$ cat src/rtl/accum_sequencer.sv
// accum_sequencer: control sequencer for a multiply-accumulate datapath.
//
// Walks taps within a channel and channels within a sequence. Each accepted
// product beat advances the tap counter. After the last tap of a channel the
// completed sum is presented downstream (out_valid) until taken (out_ready).
// After the last channel the block returns to idle and pulses done for one cycle.
//
// Ports:
//   clk        clock, rising edge
//   rst        synchronous active-high reset
//   start      begin a sequence (sampled only in idle)
//   cfg_taps   taps per channel   (0 treated as 1, latched on start)
//   cfg_chans  channels per sequence (0 treated as 1, latched on start)
//   in_valid   upstream product beat valid
//   in_ready   sequencer accepts a beat
//   acc_en     accumulate this beat (in_valid & in_ready)
//   acc_clr    load the accumulator instead of adding (first tap of a channel)
//   tap_idx    current tap index
//   ch_idx     current channel index
//   out_valid  channel sum complete and held for downstream
//   out_ready  downstream takes the sum
//   out_ch     channel number of the presented sum
//   busy       any state other than idle
//   done       one-cycle pulse after the final output handshake
module accum_sequencer #(
    parameter int unsigned TAP_W = 4,
    parameter int unsigned CH_W  = 4
) (
    input  logic             clk,
    input  logic             rst,
    input  logic             start,
    input  logic [TAP_W-1:0] cfg_taps,
    input  logic [CH_W-1:0]  cfg_chans,
    input  logic             in_valid,
    output logic             in_ready,
    output logic             acc_en,
    output logic             acc_clr,
    output logic [TAP_W-1:0] tap_idx,
    output logic [CH_W-1:0]  ch_idx,
    output logic             out_valid,
    input  logic             out_ready,
    output logic [CH_W-1:0]  out_ch,
    output logic             busy,
    output logic             done
);

    localparam logic [TAP_W-1:0] TapOne = TAP_W'(1);
    localparam logic [CH_W-1:0]  ChOne  = CH_W'(1);

    typedef enum logic [1:0] {
        StIdle,
        StRun,
        StFlush
    } state_e;

    state_e           state_q, state_d;
    logic [TAP_W-1:0] tap_q, tap_d;
    logic [CH_W-1:0]  ch_q, ch_d;
    logic [TAP_W-1:0] taps_q, taps_d;
    logic [CH_W-1:0]  chans_q, chans_d;
    logic             done_q, done_d;

    // Handshake outputs depend only on state, so acc_en has no path from out_ready.
    always_comb begin
        in_ready  = (state_q == StRun);
        out_valid = (state_q == StFlush);
        busy      = (state_q != StIdle);
        acc_en    = in_valid & in_ready;
        acc_clr   = acc_en & (tap_q == '0);
        tap_idx   = tap_q;
        ch_idx    = ch_q;
        out_ch    = ch_q;
        done      = done_q;
    end

    always_comb begin
        state_d = state_q;
        tap_d   = tap_q;
        ch_d    = ch_q;
        taps_d  = taps_q;
        chans_d = chans_q;
        done_d  = 1'b0;

        unique case (state_q)
            StIdle: begin
                if (start) begin
                    // A zero bound would make the last-index compare underflow.
                    taps_d  = (cfg_taps == '0) ? TapOne : cfg_taps;
                    chans_d = (cfg_chans == '0) ? ChOne : cfg_chans;
                    tap_d   = '0;
                    ch_d    = '0;
                    state_d = StRun;
                end
            end
            StRun: begin
                if (acc_en) begin
                    if (tap_q == taps_q - TapOne) begin
                        tap_d   = '0;
                        state_d = StFlush;
                    end else begin
                        tap_d = tap_q + TapOne;
                    end
                end
            end
            StFlush: begin
                if (out_ready) begin
                    if (ch_q == chans_q - ChOne) begin
                        ch_d    = '0;
                        done_d  = 1'b1;
                        state_d = StIdle;
                    end else begin
                        ch_d    = ch_q + ChOne;
                        state_d = StRun;
                    end
                end
            end
            default: begin
                state_d = StIdle;
                tap_d   = '0;
                ch_d    = '0;
            end
        endcase
    end

    always_ff @(posedge clk) begin
        if (rst) begin
            state_q <= StIdle;
            tap_q   <= '0;
            ch_q    <= '0;
            taps_q  <= TapOne;
            chans_q <= ChOne;
            done_q  <= 1'b0;
        end else begin
            state_q <= state_d;
            tap_q   <= tap_d;
            ch_q    <= ch_d;
            taps_q  <= taps_d;
            chans_q <= chans_d;
            done_q  <= done_d;
        end
    end

endmodule

$ cat config.mk
export PLATFORM = sky130hd
export DESIGN_NAME = accum_sequencer
export DESIGN_NICKNAME = d
export VERILOG_FILES = /design/src/rtl/accum_sequencer.sv
export SDC_FILE = /design/constraint.sdc
export NUM_CORES = 1
export LEC_CHECK = 0
export ABC_AREA = 1
export BUFFER_PORTS_ARGS = -buffer_cell sky130_fd_sc_hd__buf_2
export CAP_MARGIN = 25
export CORE_ASPECT_RATIO = 1.5
export CORE_UTILIZATION = 40
export CTS_CLUSTER_DIAMETER = 80
export DETAILED_ROUTE_END_ITERATION = 12
export PLACE_DENSITY = 0.72
export SLEW_MARGIN = 20
export SYNTH_ARGS = -nofsm -noshare
export SYNTH_HDL_FRONTEND = slang
export SYNTH_SLANG_ARGS = --single-unit
$ cat constraint.sdc
create_clock -name clk -period 3 [get_ports clk]
set_clock_uncertainty 0.05 [all_clocks]
set_input_delay 0.3 -clock clk [delete_from_list [all_inputs] [get_ports clk]]
set_output_delay 0.3 -clock clk [all_outputs]
set_load 0.005 [all_outputs]
==> summary.md <==
| Metric | Value |
|---|---|
| Routed wire length per instance | 9.62 um |
| Share of the yosys chip area belonging to registers | 32.0% |
| Count of buffer and inverter cells on the critical path | 3 |
| Combinational power share | 47.5% |
| Net total in the final layout | 225 |
| Total routing usage reported by global routing | 17.5% |
| Final setup viols | 0 |
| Via count of the first global-routing pass | 1019 |
| Critical path destination | tap_idx[2]$_SDFFE_PP0P_ |
| Y dimension of the die | 68.8 um |
| Wire length of the first global-routing pass | 4.07 mm |
| Starting utilization of the core area | 43.5% |
| Cell breakdown of the critical path | inv_1, ha_1, inv_1, nand2_1, nand2_1, nand2_1, nor2_1, nand2_1, nand2_1, inv_1, o21ai_0, nor2_1 |
| First-pass DRT Iterations | 4 |
| Worst setup path start | taps_q[0]$_SDFFE_PP1P_ |
| Post-cts gate resize count | 0 |
| Placed inst area | 0.00135 mm2 |
| Synthesized Nets | 195 |
| # Post-CTS Setup Buffers | 0 |
| TritonCTS Buffers | 3 |
| Fraction of layout instances using a drive strength above 1 | 21.4% |
| Top Ports | 31 |
| Switching power as a share of total power | 43.5% |
| Number of buffers on the longest clock path | 2 |
| Full die area | 0.00320 mm2 |
| Setup repair after global routing missed its margin | no |
| Total congestion overflow after global routing | 0 |
| Routed vias | 1133 |
| Synth Area per Inst | 6.72 um2 |
| Reg-to-Reg End | tap_idx[2]$_SDFFE_PP0P_ |
| Post-layout minimum cycle time | 1.71 ns |
| Count of pins over their slew limit | 0 |
| Max incr delay on CP | 0.35 ns |
| Largest fanout on the critical path | 4 |
| Yosys warns | 0 |
| Part of the power in registers | 34.3% |
| Register-to-Register Setup Slack | 1.29 ns |
| Number of failing hold endpoints at the final stage | 0 |
| Antenna cells | 0 |
| Ratio of routed vias to standard cells | 4.66 |
| Tightest Pin Transition | 0.341 ns |
| DRC violation count after routing | 0 |
| Number of filler instances in the final layout | 300 |
| Data arrival, critical path | 1.82 ns |
| Core outline area | 0.00273 mm2 |
| Maximum level of the CTS H-tree | 1 |
| TritonCTS clock tree | done |
| Worst-case setup margin in the final layout | 1.29 ns |
| Antenna Violating Nets Remaining | 0 |
| Worst reg2reg path startpoint | taps_q[0]$_SDFFE_PP1P_ |
| Clock latency reported for the late side of the worst-skew pair | 0.26 ns |
| Total wirelength of the detailed-routed design | 2.34 mm |
| WP depth | 12 |
| Most Frequent Cell on Critical Path | sky130_fd_sc_hd__nand2_1 |
| Number of port buffers | 30 |
| Die span in x | 46.5 um |
| Number of unique standard cell types used by synthesis | 21 |
| DP Wirelength | 1.88 mm |
| Largest net degree at the start of global routing | 14 |
| Data required time at the worst endpoint | 3.11 ns |
| Worst supply voltage drop on vdd | 0.462 mV |
| Sw Pwr | 0.455 mW |
| Kind of cell adding the most delay to the critical path | simple AND/OR/NAND/NOR gates |
| Multi-input combinational cell area | 649 um2 |
| Max-slew headroom | 77.2% |
| Syn-to-layout area delta | 17.7% |
| Clock Sinks | 19 |
| Max-cap check violation count | 0 |
| Power Internal | 0.591 mW |
| Leakage component of the power | 0.752 nW |
| Design area | 0.00140 mm2 |
| Number of antenna violations at the first check in global routing | 0 |
| Count of hold-fix buffers inserted at cts | 0 |
| Clock power frac | 18.2% |
| Crit path kind | flip-flop to flip-flop |
| Post-Syn Area | 0.00119 mm2 |
| Cell Rows | 23 |
| Setup slack at placement | 1.30 ns |
| Non-filler cells in the finished layout | 243 |
| Final setup TNS | 0 ns |
| Number of cell instances on the worst register-to-register path | 12 |
| Run status | complete, no violations |
| Slowest cell on the critical path | sky130_fd_sc_hd__dfxtp_1 |
| Sequential cell area | 380 um2 |
| Startpoint class of the critical path | flip-flop |
| Reg clk slew, reported paths | 0.08 ns |
| Post-Synthesis Cells | 177 |
| Root buffer cell | sky130_fd_sc_hd__clkbuf_8 |
| Power density over the cells | 748 mW/mm2 |
| Placer's final routability congestion estimate | 0.801 |
| 1st-iter DRT viols | 29 |
| Type of the tightest min-delay check | input port to flip-flop |
| Fin crit share | 57.0% |
| Cell total after placement | 239 |
| Setup crit end kind | flip-flop |
| Flip-flop and latch count after synthesis | 19 |
| Fmax | 585 MHz |
## area by class of cell
cell class | instances | share of cell area, %
clock buffer | 3 | 2.95
clock inverter | 1 | 0.537
inverter | 33 | 8.86
multi-input combinational | 120 | 46.4
sequential | 19 | 27.2
tap | 37 | 3.31
timing repair buffer | 30 | 10.7
## how the worst min path moves through the flow
| stage | slack [ns] | startpoint | endpoint | depth (start not counted) |
|---|---|---|---|---|
| finish | 0.16 | rst | tap_idx[1]$_SDFFE_PP0P_ | 2 |
| global route | 0.17 | rst | state_q[1]$_SDFFE_PP0P_ | 2 |
| CTS | 0.16 | rst | tap_idx[1]$_SDFFE_PP0P_ | 2 |
| detailed placement | 0.44 | rst | tap_idx[1]$_SDFFE_PP0P_ | 2 |
| global placement | 0.44 | chans_q[1]$_SDFFE_PP0P_ | chans_q[1]$_SDFFE_PP0P_ | 2 |
| floorplan | 0.32 | rst | state_q[1]$_SDFFE_PP0P_ | 1 |
## synthesized netlist by cell type (all sizes together)
cell,instances,area share [%]
nand2,44,15
inv,33,10
nor2,22,9.5
dfxtp,19,32
nand3,11,4.6
o21ai,11,4.6
a21oi,8,3.4
xor2,6,4.4
buf,5,2.9
ha,5,5.3
nand4,4,2.1
xnor2,3,2.2
nor4,2,1.1
o211ai,2,1.3
mux2i,1,0.84
nor3,1,0.42
## power by group through the flow
| stage | registers [mW] | clock network (mW) | logic [mW] |
|---|---|---|---|
| floorplan | 0.357 | 0 | 0.391 |
| global placement | 0.365 | 0 | 0.495 |
| detailed placement | 0.365 | 0 | 0.502 |
| CTS | 0.360 | 0.196 | 0.505 |
| global route | 0.367 | 0.202 | 0.578 |
| finish | 0.359 | 0.190 | 0.497 |
## state kept, by name (all words and copies together), names as in the netlist
| name | flops |
|---|---|
| done | 1 |
| chans_q | 4 |
| ch_idx | 4 |
| taps_q | 4 |
| state_q | 2 |
| tap_idx | 4 |
## cells by family (layout without fill, tap and decap cells)
logic type / count (synthesis) / after routing / synth area share, %
buffers and inverters: 38 / 67 / 13.4
xor gates and xnor gates: 9 / 9 / 6.63
muxes: 1 / 1 / 0.842
DFF: 19 / 19 / 32.0
adders and majority gates: 5 / 5 / 5.26
and+or+nand+nor: 84 / 84 / 32.6
AOI/OAI and AO/OA: 21 / 21 / 9.26
## metal layers
| layer | part of all wire, % | track usage [%] |
|---|---|---|
| met1 | 45 | 21.9 |
| met2 | 50 | 28.0 |
| met3 | 3.2 | 2.34 |
| met4 | 1.7 | 9.56 |
| met5 | 0 | 0 |
## metrics by stage
| step | power, mW | utilization, % | hold WS (ns) |
|---|---|---|---|
| after floorplan | 0.747 | - | 0.319 |
| after global placement | 0.860 | 49.4 | 0.437 |
| after detailed placement | 0.867 | 49.4 | 0.440 |
| after CTS | 1.06 | 51.2 | 0.156 |
| after global routing | 1.15 | 51.2 | 0.175 |
| final | 1.05 | 51.2 | 0.160 |
## layout by cell type (no fill, tap or decap), types with 3 or more instances in the layout
| master | n |
|---|---|
| sky130_fd_sc_hd__clkbuf_8 | 3 |
| sky130_fd_sc_hd__inv_2 | 3 |
| sky130_fd_sc_hd__dfxtp_1 | 19 |
| sky130_fd_sc_hd__a21oi_1 | 8 |
| sky130_fd_sc_hd__nand2_1 | 41 |
| sky130_fd_sc_hd__nand3_1 | 11 |
| sky130_fd_sc_hd__nor2_4 | 4 |
| sky130_fd_sc_hd__nor2_1 | 18 |
| sky130_fd_sc_hd__buf_2 | 30 |
| sky130_fd_sc_hd__xnor2_1 | 3 |
| sky130_fd_sc_hd__o21ai_0 | 11 |
| sky130_fd_sc_hd__xor2_1 | 6 |
| sky130_fd_sc_hd__ha_1 | 5 |
| sky130_fd_sc_hd__inv_1 | 30 |
| sky130_fd_sc_hd__nand4_1 | 4 |
Note: power is estimated with default switching activity, not from simulation.
